`src/rtl/ui_pkg.sv`:
```
// Shared types and constants for the UI screen renderer.
package ui_pkg;

  typedef logic [11:0] rgb12_t;

  // Power-on palette, identical for every screen.
  localparam rgb12_t PAL_DEF0 = 12'h000;
  localparam rgb12_t PAL_DEF1 = 12'hF00;
  localparam rgb12_t PAL_DEF2 = 12'h00F;
  localparam rgb12_t PAL_DEF3 = 12'h0F0;

  // Screen indices as driven by the top-level UI state machine.
  localparam logic [2:0] SCR_IDLE   = 3'd0;
  localparam logic [2:0] SCR_MANUAL = 3'd1;
  localparam logic [2:0] SCR_SOLVE  = 3'd2;
  localparam logic [2:0] SCR_GEN    = 3'd3;

  // Default palette entry for a colour index.
  function automatic rgb12_t pal_default(input logic [1:0] idx);
    case (idx)
      2'd0:    return PAL_DEF0;
      2'd1:    return PAL_DEF1;
      2'd2:    return PAL_DEF2;
      default: return PAL_DEF3;
    endcase
  endfunction

endpackage

```
`src/rtl/ui_palette_ram.sv`:
```
// Per-screen 4-entry palette: one write port, one registered read port.
module ui_palette_ram
  import ui_pkg::*;
#(
  parameter int NUM_SCREENS = 4
) (
  input  logic       clk_in,
  input  logic       reset_in,
  input  logic       wr_en,
  input  logic [2:0] wr_scr,
  input  logic [1:0] wr_idx,
  input  rgb12_t     wr_data,
  input  logic [2:0] rd_scr,
  input  logic [1:0] rd_idx,
  input  logic       rd_clear,
  output rgb12_t     rd_data
);

  rgb12_t mem [NUM_SCREENS][4];
  rgb12_t rd_word;

  // Write port; a screen index outside the array never matches and is dropped.
  always_ff @(posedge clk_in or posedge reset_in) begin
    if (reset_in) begin
      // NOTE: the palette must come up with defaults, so it is built from resettable flops rather than a RAM macro.
      for (int s = 0; s < NUM_SCREENS; s++) begin
        for (int i = 0; i < 4; i++) begin
          mem[s][i] <= pal_default(2'(i));
        end
      end
    end else if (wr_en) begin
      for (int s = 0; s < NUM_SCREENS; s++) begin
        for (int i = 0; i < 4; i++) begin
          // NOTE: non-blocking here so the read port in the same edge still sees the old entry.
          if (wr_scr == 3'(s) && wr_idx == 2'(i)) mem[s][i] <= wr_data;
        end
      end
    end
  end

  // Read multiplexer over the current array contents.
  always_comb begin
    // NOTE: default first so no path leaves rd_word unassigned (no latch).
    rd_word = '0;
    for (int s = 0; s < NUM_SCREENS; s++) begin
      for (int i = 0; i < 4; i++) begin
        if (rd_scr == 3'(s) && rd_idx == 2'(i)) rd_word = mem[s][i];
      end
    end
  end

  // Registered read; rd_clear blanks pixels outside the image window.
  always_ff @(posedge clk_in or posedge reset_in) begin
    if (reset_in) rd_data <= '0;
    else          rd_data <= rd_clear ? '0 : rd_word;
  end

endmodule

```
`src/rtl/ui_screen_mux.sv`:
```
// Full-screen UI renderer: ROM addressing, frame-latched screen switching
// with a left-to-right wipe, and per-screen palette lookup.
module ui_screen_mux
  import ui_pkg::*;
#(
  parameter int WIDTH       = 512,
  parameter int HEIGHT      = 384,
  parameter int NUM_SCREENS = 4,
  parameter int ADDR_W      = 18,
  parameter int ROM_LATENCY = 2,
  parameter int WIPE_STEP   = 16
) (
  input  logic                     clk_in,
  input  logic                     reset_in,
  input  logic [3:0]               state,
  input  logic [12:0]              hcount,
  input  logic [12:0]              vcount,
  input  logic                     frame_start,
  input  logic                     pal_we,
  input  logic [2:0]               pal_screen,
  input  logic [1:0]               pal_index,
  input  logic [11:0]              pal_data,
  output logic [ADDR_W-1:0]        rom_addr,
  input  logic [2*NUM_SCREENS-1:0] rom_data,
  output logic [11:0]              pixel_out,
  output logic                     busy
);

  localparam logic [12:0] WIDTH_C   = 13'(WIDTH);
  localparam logic [12:0] HEIGHT_C  = 13'(HEIGHT);
  localparam logic [10:0] WIPE_END  = 11'(WIDTH);
  localparam logic [11:0] WIPE_LIM  = 12'(WIDTH);
  localparam logic [11:0] WIPE_INC  = 12'(WIPE_STEP);
  localparam logic [3:0]  NUM_SCR_C = 4'(NUM_SCREENS);

  logic [2:0]  req_scr;
  logic [2:0]  cur_scr;
  logic [2:0]  old_scr;
  logic [2:0]  sel_scr;
  logic [10:0] wipe_col;
  logic [11:0] wipe_sum;
  logic [31:0] addr_full;
  logic [1:0]  pix_idx;

  // Column and in-window flag travel alongside the ROM access; stage
  // ROM_LATENCY lines up with rom_data.
  logic [12:0]          col_pipe [ROM_LATENCY+1];
  logic [ROM_LATENCY:0] win_pipe;

  // Out-of-range UI states fall back to the idle screen.
  always_comb begin
    req_scr = SCR_IDLE;
    if (state < NUM_SCR_C) req_scr = state[2:0];
  end

  assign wipe_sum  = {1'b0, wipe_col} + WIPE_INC;
  assign addr_full = 32'(hcount) + 32'(vcount) * 32'(WIDTH);

  // Screen switch and wipe progress, updated only at frame boundaries.
  always_ff @(posedge clk_in or posedge reset_in) begin
    if (reset_in) begin
      cur_scr  <= SCR_IDLE;
      old_scr  <= SCR_IDLE;
      wipe_col <= WIPE_END;
      busy     <= 1'b0;
    end else if (frame_start) begin
      if (req_scr != cur_scr) begin
        old_scr  <= cur_scr;
        cur_scr  <= req_scr;
        wipe_col <= '0;
        busy     <= 1'b1;
      end else if (busy) begin
        if (wipe_sum >= WIPE_LIM) begin
          wipe_col <= WIPE_END;
          busy     <= 1'b0;
        end else begin
          wipe_col <= wipe_sum[10:0];
        end
      end
    end
  end

  // ROM address register and column/window delay line.
  always_ff @(posedge clk_in or posedge reset_in) begin
    if (reset_in) begin
      rom_addr <= '0;
      win_pipe <= '0;
      for (int k = 0; k <= ROM_LATENCY; k++) col_pipe[k] <= '0;
    end else begin
      rom_addr    <= addr_full[ADDR_W-1:0];
      col_pipe[0] <= hcount;
      win_pipe[0] <= (hcount < WIDTH_C) && (vcount < HEIGHT_C);
      for (int k = 1; k <= ROM_LATENCY; k++) begin
        col_pipe[k] <= col_pipe[k-1];
        win_pipe[k] <= win_pipe[k-1];
      end
    end
  end

  // Pick the screen for this pixel (wipe boundary) and extract its 2-bit index.
  always_comb begin
    sel_scr = cur_scr;
    if (busy && ({2'b00, wipe_col} <= col_pipe[ROM_LATENCY])) sel_scr = old_scr;
    pix_idx = '0;
    for (int s = 0; s < NUM_SCREENS; s++) begin
      if (sel_scr == 3'(s)) pix_idx = rom_data[2*s +: 2];
    end
  end

  ui_palette_ram #(
    .NUM_SCREENS (NUM_SCREENS)
  ) u_palette (
    .clk_in   (clk_in),
    .reset_in (reset_in),
    .wr_en    (pal_we),
    .wr_scr   (pal_screen),
    .wr_idx   (pal_index),
    .wr_data  (pal_data),
    .rd_scr   (sel_scr),
    .rd_idx   (pix_idx),
    .rd_clear (!win_pipe[ROM_LATENCY]),
    .rd_data  (pixel_out)
  );

endmodule
```
`config.mk`:
```
export PLATFORM = sky130hd
export DESIGN_NAME = ui_screen_mux
export DESIGN_NICKNAME = d
export VERILOG_FILES = /design/src/rtl/ui_pkg.sv /design/src/rtl/ui_palette_ram.sv /design/src/rtl/ui_screen_mux.sv
export SDC_FILE = /design/constraint.sdc
export NUM_CORES = 1
export LEC_CHECK = 0
export CELL_PAD_IN_SITES_DETAIL_PLACEMENT = 2
export CELL_PAD_IN_SITES_GLOBAL_PLACEMENT = 2
export CORE_MARGIN = 2
export CORE_UTILIZATION = 41
export DETAILED_ROUTE_END_ITERATION = 8
export PLACE_DENSITY = 0.82
export SYNTH_ARGS = -nofsm -noshare
export SYNTH_HDL_FRONTEND = slang
export SYNTH_SLANG_ARGS = --single-unit
export TNS_END_PERCENT = 50
```
`constraint.sdc`:
```
create_clock -name clk_in -period 11.03 [get_ports clk_in]
set_input_delay 2.7575 -clock clk_in [delete_from_list [all_inputs] [get_ports clk_in]]
set_output_delay 2.7575 -clock clk_in [all_outputs]
set_load 0.03 [all_outputs]
```
## After elaboration in Yosys (flattened, before gate mapping)

Index checks and enable logic that the tools add are counted.

- Flip-flop bits (word level): 282
- Bits in latches: 0
- Memory bits (writable): 0
- Bits in read-only memories: 0
- Output and inout port bits: 31
- Logic and storage cells: 132
- Memories: 0

- Add/subtract/negate cells: 2
- $mul: 0
- Div/mod/pow operators: 0
- Order comparisons: 5
- Eq/ne operators: 13
- Shifts and indexed selects: 0
- Mux-type cells: 29
- Bitwise gates (word level): 0
- Reductions and logical operators: 57

Operators by type and width:

| kind | number |
|---|---|
| 2-to-1 mux 12 bit | 17 |
| AND reduction 2 bit | 18 |
| logical AND 1 bit | 34 |
| 2-to-1 mux 11 bit | 3 |
| adder 13 x 18 -> 18 bit | 1 |
| less-or-equal comparator 11 x 13 -> 1 bit | 1 |
| < comparator 13 x 10 -> 1 bit, second input constant | 1 |
| < comparator 13 x 9 -> 1 bit, second input constant | 1 |
| adder 11 x 5 -> 12 bit, second input constant | 1 |
| == test 3 x 2 -> 1 bit, second input constant | 4 |
| greater-or-equal comparator 12 x 10 -> 1 bit, second input constant | 1 |
| == test 2 bit, second input constant | 4 |
| 2-to-1 mux 2 bit | 4 |
| == test 3 x 1 -> 1 bit, second input constant | 2 |
| logical NOT 3 bit | 2 |
| 2-to-1 mux 3 bit | 2 |
| == test 2 x 1 -> 1 bit, second input constant | 2 |
| logical NOT 2 bit | 2 |
| < comparator 4 x 3 -> 1 bit, second input constant | 1 |
| 2-to-1 mux 1 bit | 3 |
| != test 3 bit | 1 |
| nonzero test 2 bit | 1 |

## Depth between registers and ports, before layout

Gate-level depths: netlist (run 1).

- Word-level depth: 27
- Gate-level depth with buffers: 13

## By module

From an unflattened synthesis (run 1), not the netlist that was laid out.

- Cell total of the unflattened synthesis: 1004
- Area total of the unflattened synthesis: 12594.6 um^2

By module, submodules not included:

| module | times used | cells an instance | area an instance (um^2) |
|---|---|---|---|
| ui_palette_ram | 1 | 806 | 10024.6 |
| ui_screen_mux | 1 | 198 | 2570.0 |

## Worst setup path after synthesis (run 1)

OpenSTA, ideal clock, no wires.

- Path kind: input-to-reg
- From: input rom_data[5]
- To: register u_palette.rd_data[11]
- Arrival: 4701 ps
- Slack: 6207 ps
- Cell stages on the path: 9
- Path through: mux2_2 > a21oi_1 > nor2_1 > mux2_2 > or4_1 > clkbuf_1 > nor2_1 > a31oi_1 > o221a_2

- Longest elaborated chain between the ends: 21
- Elaborated cells on any way between the ends: 39

Ends and longest elaborated chain:

| what | RTL line | source |
|---|---|---|
| start, declared | ui_screen_mux.sv:24 | `input logic [2*NUM_SCREENS-1:0] rom_data,` |
| 2-to-1 mux 2 bit * (2 in a row) | ui_screen_mux.sv:106 | `if (sel_scr == 3'(s)) pix_idx = rom_data[2*s +: 2];` |
| logical NOT 2 bit | ui_palette_ram.sv:47 | `if (rd_scr == 3'(s) && rd_idx == 2'(i)) rd_word = mem[s][i];` |
| logical AND 1 bit | ui_palette_ram.sv:47 |  |
| 2-to-1 mux 12 bit (15 in a row) | ui_palette_ram.sv:47 |  |
| 2-to-1 mux 12 bit * | ui_palette_ram.sv:47 |  |
| 2-to-1 mux 12 bit * | ui_palette_ram.sv:55 | `else rd_data <= rd_clear ? '0 : rd_word;` |
| end signal, assigned | ui_palette_ram.sv:55 |  |
| end, declared | ui_palette_ram.sv:16 | `output rgb12_t rd_data` |

Every way passes the cells marked *; elsewhere a longest branch is shown, timed or not.
A chain may end at the register's enable or synchronous reset.

## Worst setup path after layout (run 1)

- From: input rom_data[1]
- To: register u_palette.rd_data[11]

- Longest elaborated chain between the ends: 23
- Elaborated cells on any way between the ends: 41

Ends and longest elaborated chain:

| what | RTL line |
|---|---|
| 2-to-1 mux 2 bit * (4 in a row) | ui_screen_mux.sv:106 |
| logical NOT 2 bit | ui_palette_ram.sv:47 |
| logical AND 1 bit | ui_palette_ram.sv:47 |
| 2-to-1 mux 12 bit (15 in a row) | ui_palette_ram.sv:47 |
| 2-to-1 mux 12 bit * | ui_palette_ram.sv:47 |
| 2-to-1 mux 12 bit * | ui_palette_ram.sv:55 |

Marks and branches as above.

==> impl_metrics.tcl, run 1 <==
set metrics [dict create \
    synth_top_cells_by_area "dfrtp_1 (44%), mux2_2 (19%), dfstp_2 (10%)" \
    cts_tree "built" \
    routed_wl_mm 46.15 \
    worst-slew-pin-transition_ns 1.403 \
    io_buffers 89 \
    syn-num-nets 1100 \
    synthAdderAreaFrac_pct 1.459 \
    synth_top_family_by_area "multiplexers" \
    synth_commonest_cells "dfrtp_1 (220), mux2_2 (206), nand2_1 (62), dfstp_2 (49), clkbuf_1 (45)" \
    postCtsSetupBuffers 0 \
    max_cap_violations 0 \
    via_count_of_the_first_global_routing_pass 10760 \
    cts_sinks 269 \
    post-synth-top-count-cell "dfrtp_1" \
    synth_simple_gate_area_share_pct 8.156 \
    cts.htree.levels 1 \
    synth_edf_count 0 \
    slew_headroom_pct 5.960 \
    p_clk_share_pct 35.8 \
    detailed_route_via_count 9356 \
    area_delta_synth_final_pct 16.87 \
    synth.lib_cells_used.distinct 66 \
    fin_nets 1165 \
    syn-instance-count 1027 \
    yosys-mux-area-fraction_pct 21.70 \
    number_of_buffers_inserted_for_hold_repair_after_clock_tree_synthesis 0 \
    synth_xor_xnor_area_share_pct 0.6297 \
    die-height_um 178.7 \
    synth_ff_type "dfrtp_1" \
    initial_utilization_pct 41.90 \
    worstSetupEndpointType "flop" \
    setup_total_negative_slack_ns 0 \
    firstDrtPassIters 6 \
    m1WireLength_mm 18.12 \
    setup-violations-final 0 \
    timing_hold_violations_final 0 \
    crit_chain "clkdlybuf4s50_1 > mux2_2 > a21oi_1 > o21bai_1 > mux2i_2 > nor2_1 > a21boi_0 > o211ai_1 > o221a_2" \
    gp_routability_congestion 0.8263 \
    dpl_wire_length_mm 29.09 \
    final_layout_size_suffix_gt1_share_pct 29.77 \
    wire_length_of_the_first_global_routing_pass_mm 69.10 \
    asyncSetResetFlopFracSynth_pct 100.0 \
    synth_compound_gate_area_share_pct 10.38 \
    fmaxAchievable_mhz 177.0 \
    syn_avg_cell_area_um2 12.19 \
    critical_path.startpoint_type "input port" \
    antenna_found_initial 0 \
    synth-seq-cells 269 \
    finalCritPeriodShare_pct 51.22 \
    hold_path.class "flop to flop" \
    seqPwrFrac_pct 47.0 \
    p_int_mw 1.934 \
    finClkSkew_ns 0.02602 \
    dpl.cell_count 1452 \
    cell_area_after_synthesis_um2 12520 \
    post-route-min-period_ns 5.649 \
    topRoutingLayerUsed "met4" \
    antenna_cells_inserted 0 \
    clk_pin_slew_ns 0.07 \
    ant_nets 0 \
    pin_count 90 \
    die_w_um 178.7 \
    met3_wirelength_mm 3.211 \
    fp-row-count 63 \
    power_frac_comb_pct 17.2 \
    drv_slew 0 \
    detail_route.vias_per_cell 6.229 \
    ir_drop_mv 0.1079 \
    largest_fanout_on_the_critical_path 12 \
    p_switching_mw 0.7920 \
    met2RoutedLength_mm 22.89 \
    yosysTopAreaCell "dfrtp_1" \
    grt_start_max_net_pins 114 \
    grt_util_all_layers_pct 29.55 \
    arrival_ns 6.12 \
    status "complete, no violations" \
    tritoncts.num_buffers 28 \
    timing.setup.critical_path_class "input port to flop" \
    fp.dieArea_um2 31950 \
    insertion_delay_ns 0.57 \
    floorplan.core_area_um2 29870 \
    rsz_0062_raised_after_global_routing "no" \
    cts_repair_resize_count 0 \
    synthesis.yosys.warnings 0 \
    required_ns 11.50 \
    critPathMaxStageDelay_ns 0.60 \
    clock_tree.buffer_depth 3 \
    clk_root_buffer_cell "clkbuf_16" \
    seq_area_frac_synth_pct 54.26 \
    detail_route.drc_violations 0 \
    sw_frac_of_total_pct 29.06 \
    grt.overflow.total 0 \
    detail_route.wl_per_cell_um 30.72 \
    p_leak_nw 6.336 \
    synth.top_cell.area_share_pct 43.98 \
    pwr_density_cell_nw_per_um2 186.3 \
    cpMaxStageDelayCell "mux2i_2" \
    drt-initial-drc-count 748 \
    layout.cells.non_filler 1502 \
]
## logic make-up (layout without fill, tap and decap cells)
group	count (synthesis)	count (layout)
simple gates	208	208
fa+ha+maj	14	14
compound gates	189	189
buf+inv	96	181
xor+xnor	9	9
flops	269	269
mux	242	242
## layout by cell type (no fill, tap or decap), drive strengths merged, types with 5 or more instances in the layout
cell type	count
dfrtp	220
mux2	206
clkdlybuf4s50	89
nand2	62
dfstp	49
clkbuf	43
nor2	42
o21ai	42
a21oi	39
mux2i	34
inv	30
nand3	24
nor3	18
ha	13
a22oi	12
a222oi	12
buf	12
nor4	10
nor2b	9
a221oi	8
o211ai	8
o221ai	8
a31oi	7
xnor2	7
and3	7
a211oi	7
nand4	6
nand2b	6
or2	5
o31ai	5
o21a	5
nor3b	5
## state kept, by name (all words and copies together), names as in the netlist
register / count
u_palette.mem: 192
win_pipe: 3
col_pipe: 39
wipe_col: 7
rom_addr: 9
old_scr: 3
cur_scr: 3
u_palette.rd_data: 12
busy: 1
## critical path: cells and delay by family
family | cells | cell delay [ns]
AND/OR/NAND/NOR | 1 | 0.45
buffers and inverters | 1 | 0.53
AO/OA/AOI/OAI | 5 | 1.37
multiplexers | 2 | 1.00
## layout make-up
type,instances,area [µm²]
well taps,390,488.0
clock inverters,7,101.3
inverters,30,120.1
fillers,2865,15240
multi-input cells,662,5320
flip-flops and latches,269,6793
repair buffers,101,980.9
clock buffers,43,827.0
## through the flow
step	power, mW	setup WS, ns	cell area (µm²)	hold WS, ns	utilization [%]
after global routing	2.821	5.295	14630	0.3620	48.97
after floorplan	1.537	0.9433	12520	0.3312	-
final	2.726	5.381	14630	0.3493	48.97
after detailed placement	1.729	5.009	13700	0.3364	45.86
after global placement	1.683	5.179	13700	0.3334	45.86
after CTS	2.733	5.520	14630	0.3505	48.97
## routing by layer
| layer | global-route usage (%) | vias up |
|---|---|---|
| met1 | 35.67 | 4999 |
| met5 | 0 | - |
| met3 | 6.849 | 126 |
| li1 | - | 3866 |
| met2 | 50.71 | 365 |
| met4 | 12.53 | 0 |
## power groups by stage
| stage | logic, mW | clock network, mW | registers [mW] |
|---|---|---|---|
| detailed placement | 0.447 | 0 | 1.28 |
| global placement | 0.420 | 0 | 1.26 |
| CTS | 0.468 | 0.988 | 1.28 |
| global route | 0.499 | 1.03 | 1.29 |
| floorplan | 0.292 | 0 | 1.25 |
| finish | 0.469 | 0.976 | 1.28 |
## final timing paths
check,start,end,slack [ns],depth (start not counted)
worst min-delay path,col_pipe[17],col_pipe[4],0.35,0
worst min register to register,col_pipe[17],col_pipe[4],0.35,0
worst max register to register,wipe_col[9],u_palette.rd_data[6],6.95,10
worst max-delay path,rom_data[1],u_palette.rd_data[11],5.38,9
max in group asynchronous,reset_in,u_palette.mem[140],6.69,3
min in group asynchronous,reset_in,u_palette.mem[180],2.74,2
(Power assumes the default switching activity.)
==> inputs of run 2 (changes only) <==
--- a/config.mk
+++ b/config.mk
@@ -8,9 +8,9 @@
 export CELL_PAD_IN_SITES_DETAIL_PLACEMENT = 2
 export CELL_PAD_IN_SITES_GLOBAL_PLACEMENT = 2
 export CORE_MARGIN = 2
-export CORE_UTILIZATION = 41
+export CORE_UTILIZATION = 37
 export DETAILED_ROUTE_END_ITERATION = 8
-export PLACE_DENSITY = 0.82
+export PLACE_DENSITY = 0.79
 export SYNTH_ARGS = -nofsm -noshare
 export SYNTH_HDL_FRONTEND = slang
 export SYNTH_SLANG_ARGS = --single-unit
==> constraint.sdc (replaced) <==
create_clock -name clk_in -period 5 [get_ports clk_in]
set_input_delay 1.25 -clock clk_in [delete_from_list [all_inputs] [get_ports clk_in]]
set_output_delay 1.25 -clock clk_in [all_outputs]
set_load 0.03 [all_outputs]
==> run 2 against run 1 <==
Non-clock buffer count increased by 12. Global-route usage fell by 4.4 points. First-iteration DRC count decreased by 9.2%. Core utilization fell by 4.4 points. Cell count is 5.1% higher. Design area is 1.9% higher. Total power grew 130%. Critical path depth is the same. Clock skew grew 0.0084 ns. Wire length down 5.1%. Setup slack got worse by 4.7 ns. Sequential share of layout area down 0.85 points. Critical path type is now flop to flop.
==> impl_metrics.tcl, run 2 (synthesized netlist as in run 1, its figures left out) <==
set metrics [dict create \
    detail_route.wl_per_cell_um 27.75 \
    die-height_um 187.9 \
    ant_nets 0 \
    fp-row-count 67 \
    grt_util_all_layers_pct 25.15 \
    routed_wl_mm 43.79 \
    detail_route.vias_per_cell 5.833 \
    antenna_cells_inserted 0 \
    largest_fanout_on_the_critical_path 16 \
    fmaxAchievable_mhz 233.6 \
    setup_total_negative_slack_ns 0 \
    firstDrtPassIters 6 \
    floorplan.core_area_um2 33450 \
    wire_length_of_the_first_global_routing_pass_mm 67.20 \
    tritoncts.num_buffers 30 \
    cts.htree.levels 1 \
    insertion_delay_ns 0.59 \
    timing.setup.critical_path_class "flop to flop" \
    crit_chain "ha_1 > o21a_1 > o21ai_0 > a211o_1 > mux2i_1 > nor2_1 > a22o_1 > o31ai_1 > a31oi_1" \
    clock_tree.buffer_depth 3 \
    cts_tree "built" \
    max_reg_flops 192 \
    p_leak_nw 6.445 \
    layout_common_cells "dfrtp_1 (220), mux2_2 (206), clkdlybuf4s50_1 (89), nand2_1 (62), dfstp_2 (49)" \
    grt.overflow.total 0 \
    via_count_of_the_first_global_routing_pass 10470 \
    status "complete, no violations" \
    post-route-min-period_ns 4.280 \
    finClkSkew_ns 0.03445 \
    reg.largest.list "u_palette.mem x192, col_pipe x39, u_palette.rd_data x12" \
    timing_hold_violations_final 0 \
    detailed_route_via_count 9204 \
    pwr_density_cell_nw_per_um2 412.0 \
    number_of_fill_cells_in_the_layout 3300 \
    timing.hold.ws_ns 0.3546 \
    setup-violations-final 0 \
    finalCritPeriodShare_pct 85.61 \
    area_delta_synth_final_pct 19.04 \
    initial_utilization_pct 37.43 \
    final_common_cell "dfrtp_1" \
    fin_nets 1179 \
    hold_path.class "flop to flop" \
    critical_path.startpoint_type "flop" \
    worstSetupEndpointType "flop" \
    worst-slew-pin-transition_ns 1.201 \
    die_w_um 187.9 \
    dpl_wire_length_mm 28.34 \
    arrival_ns 4.72 \
    gp_routability_congestion 0.7763 \
    number_of_buffers_inserted_for_hold_repair_after_clock_tree_synthesis 0 \
    clk_root_buffer_cell "clkbuf_16" \
    required_ns 5.44 \
    critPathMaxStageDelay_ns 0.83 \
    drt-initial-drc-count 679 \
    cpMaxStageDelayCell "mux2i_1" \
    final_layout_size_suffix_gt1_share_pct 30.80 \
    registers.top_by_ff_count "u_palette.mem" \
    antenna_found_initial 0 \
    cts_repair_resize_count 0 \
    rsz_0062_raised_after_global_routing "no" \
    pin_count 90 \
    detail_route.drc_violations 0 \
    max_cap_violations 0 \
    postCtsSetupBuffers 0 \
    cts_sinks 269 \
    clk_pin_slew_ns 0.06 \
    grt_start_max_net_pins 122 \
    drv_slew 0 \
    ir_drop_mv 0.2779 \
    fp.dieArea_um2 35320 \
    slew_headroom_pct 19.71 \
    report.power.total_mw 6.140 \
    io_buffers 89 \
]
-- run 2: changes by cell type in the layout (fill, tap and decap cells not counted), sizes merged --
cell / before / now
buf: 12 / 24
clkinv: 3 / 7
bufinv: 2 / 3
clkinvlp: 2 / 3
-- run 2: worst paths after layout --
check,start,end,slack [ns],depth (start not counted)
max,wipe_col[9],u_palette.rd_data[7],0.72,9
min,col_pipe[17],col_pipe[4],0.35,0
max reg2reg,wipe_col[9],u_palette.rd_data[7],0.72,9
min reg2reg,col_pipe[17],col_pipe[4],0.35,0
max in group asynchronous,reset_in,col_pipe[2],2.72,3
min in group asynchronous,reset_in,u_palette.mem[137],1.16,2
-- run 2: critical path: cells and delay by family, from the launching register on --
family | cells | cell delay (ns)
compound gates | 6 | 2.05
fa+ha+maj | 1 | 0.25
flops | 1 | 0.56
mux | 1 | 0.83
simple gates | 1 | 0.47
-- run 2: where the power goes --
group | switching (mW) | total (mW) | internal (mW)
registers | 0.238 | 2.81 | 2.57
logic | 0.561 | 1.03 | 0.466
clock network | 0.950 | 2.30 | 1.35
-- run 2: metal layers --
metal / wire, µm / global-route usage [%] / vias to the layer above
li1: - / - / 3892
met1: 19050 / 33.28 / 4972
met2: 21310 / 42.39 / 257
met3: 2004 / 3.444 / 83
met4: 1418 / 8.843 / 0
met5: 0 / 0 / -
-- run 2: cell type report --
cell class	instances	area (µm²)	share of cell area, %
clock inverter	13	162.7	1.092
multi-input combinational	662	5314	35.66
inverter	30	116.4	0.7809
sequential	269	6793	45.58
timing repair buffer	113	1096	7.355
clock buffer	43	859.6	5.768
tap	448	560.5	3.762
-- run 2: metrics by stage --
step           utilization, %  instances  cell area, µm²  setup WS [ns]
2_1_floorplan               -       1027           12520         0.2366
3_3_place_gp            41.50       1522           13880         0.7659
3_5_place_dp            41.50       1522           13880         0.7046
4_1_cts                 44.55       1578           14900         0.7781
5_1_grt                 44.55       1578           14900         0.5829
6_report                44.55       1578           14900         0.7197
==> inputs of run 3 (changes only) <==
--- a/config.mk
+++ b/config.mk
@@ -7,6 +7,7 @@
 export LEC_CHECK = 0
 export CELL_PAD_IN_SITES_DETAIL_PLACEMENT = 2
 export CELL_PAD_IN_SITES_GLOBAL_PLACEMENT = 2
+export CORE_ASPECT_RATIO = 2
 export CORE_MARGIN = 2
 export CORE_UTILIZATION = 37
 export DETAILED_ROUTE_END_ITERATION = 8
==> run 3 against run 2 <==
Core utilization shrank 0.28 points. Register-to-register slack gained 0.14 ns. Critical path type unchanged. Wire length shrank 1.2%. Critical path depth grew 1. Critical endpoint is now u_palette.rd_data[2]. Hold slack lost 0.0036 ns. Largest cell class unchanged. Die area grew 0.26%.
==> impl_metrics.tcl, run 3 (synthesized netlist as in run 1, its figures left out) <==
set metrics [dict create \
    crit_chain "ha_1 > o21a_1 > o21ai_0 > a211o_1 > buf_4 > mux2_2 > or4_1 > nor2_1 > a31oi_1 > o221a_2" \
    critical_path.reg2reg.startpoint "wipe_col[9]" \
    grt.overflow.total 0 \
    setup_total_negative_slack_ns 0 \
    firstDrtPassIters 5 \
    hold_path.class "flop to flop" \
    critical_path.startpoint_type "flop" \
    fin_nets 1184 \
    registers.top_by_ff_count "u_palette.mem" \
    fmaxAchievable_mhz 241.5 \
    via_count_of_the_first_global_routing_pass 10610 \
    max_cap_violations 0 \
    antenna_cells_inserted 0 \
    drt-initial-drc-count 503 \
    drv_slew 0 \
    die-height_um 264.1 \
    final_common_cell "dfrtp_1" \
    setup-violations-final 0 \
    grt_start_max_net_pins 69 \
    floorplan.core_area_um2 33520 \
    final_layout_size_suffix_gt1_share_pct 31.24 \
    detail_route.vias_per_cell 5.828 \
    detailed_route_via_count 9126 \
    gp_routability_congestion 0.8526 \
    cts_sinks 269 \
    report.power.total_mw 5.863 \
    clk_pin_slew_ns 0.07 \
    finalCritPeriodShare_pct 82.80 \
    grt_util_all_layers_pct 24.94 \
    clock_tree.buffer_depth 3 \
    pin_count 90 \
    dpl_wire_length_mm 30.77 \
    fp-row-count 95 \
    post-route-min-period_ns 4.140 \
    reg.largest.list "u_palette.mem x192, col_pipe x39, u_palette.rd_data x12" \
    cts.htree.levels 1 \
    die_w_um 134.1 \
    tritoncts.num_buffers 25 \
    critPathMaxStageDelay_ns 0.75 \
    io_buffers 89 \
    number_of_buffers_inserted_for_hold_repair_after_clock_tree_synthesis 0 \
    arrival_ns 4.57 \
    timing_hold_violations_final 0 \
    largest_fanout_on_the_critical_path 14 \
    slew_headroom_pct 29.73 \
    wire_length_of_the_first_global_routing_pass_mm 66.41 \
    ir_drop_mv 0.2906 \
    timing.hold.ws_ns 0.3510 \
    pwr_density_cell_nw_per_um2 395.1 \
    worst-slew-pin-transition_ns 1.025 \
    fp.dieArea_um2 35410 \
    area_delta_synth_final_pct 18.55 \
    rsz_0062_raised_after_global_routing "no" \
    p_leak_nw 6.441 \
    detail_route.wl_per_cell_um 27.62 \
    finClkSkew_ns 0.02495 \
    status "complete, no violations" \
    clk_root_buffer_cell "clkbuf_16" \
    required_ns 5.43 \
    initial_utilization_pct 37.35 \
    detail_route.drc_violations 0 \
    ant_nets 0 \
    cts_tree "built" \
    timing.setup.critical_path_class "flop to flop" \
    worstSetupEndpointType "flop" \
    min_from "col_pipe[17]" \
    routed_wl_mm 43.26 \
    insertion_delay_ns 0.57 \
    startpoint "wipe_col[9]" \
    layout_common_cells "dfrtp_1 (220), mux2_2 (206), clkdlybuf4s50_1 (89), nand2_1 (62), dfstp_2 (49)" \
    number_of_fill_cells_in_the_layout 3391 \
    postCtsSetupBuffers 0 \
    cpMaxStageDelayCell "or4_1" \
    max_reg_flops 192 \
    antenna_found_initial 0 \
    cts_repair_resize_count 0 \
]
-- run 3: final timing paths --
check,to,slack [ns],depth (start not counted)
max,u_palette.rd_data[2],0.86,10
min,col_pipe[4],0.35,0
max reg2reg,u_palette.rd_data[2],0.86,10
min reg2reg,col_pipe[4],0.35,0
max in group asynchronous,u_palette.mem[130],2.81,3
min in group asynchronous,u_palette.mem[144],1.27,2
-- run 3: area by class of cell --
cell class	instances	area, µm²	area share (%)
Tap cell	436	545.5	3.676
Clock inverter	11	132.6	0.8937
Inverter	30	116.4	0.7841
Clock buffer	35	743.2	5.008
Sequential cell	269	6793	45.77
Multi-Input combinational cell	662	5314	35.81
Timing Repair Buffer	123	1196	8.060
-- run 3: routing by layer --
metal	GRT usage (%)	up-vias	wire length, µm
met5	0	-	0
met4	14.34	0	2698
li1	-	3912	-
met3	2.725	133	1348
met1	26.50	4851	15120
met2	46.83	230	24090
-- run 3: per-stage QoR --
step           util (%)  setup slack, ns  cells  instance area [µm²]
6_report          44.27           0.8599   1566                14840
5_1_grt           44.27           0.6577   1566                14840
4_1_cts           44.27           0.8001   1566                14840
3_5_place_dp      41.66           0.6975   1520                13960
3_3_place_gp      41.66           0.7852   1520                13960
2_1_floorplan         -           0.2366   1027                12520
-- run 3: power breakdown --
group	internal, mW	total [mW]	switching (mW)
Combinational	0.468	1.01	0.543
Clock	1.15	2.04	0.887
Sequential	2.57	2.81	0.240
Total	4.19	5.86	1.67
-- run 3: worst max-delay path: cells and delay by family, from the launching register on --
kind,cells,cell delay (ns)
AO/OA/AOI/OAI,5,1.50
multiplexers,1,0.47
AND/OR/NAND/NOR,2,0.93
flip-flops,1,0.55
buffers and inverters,1,0.28
adder cells (fa/ha/maj),1,0.26
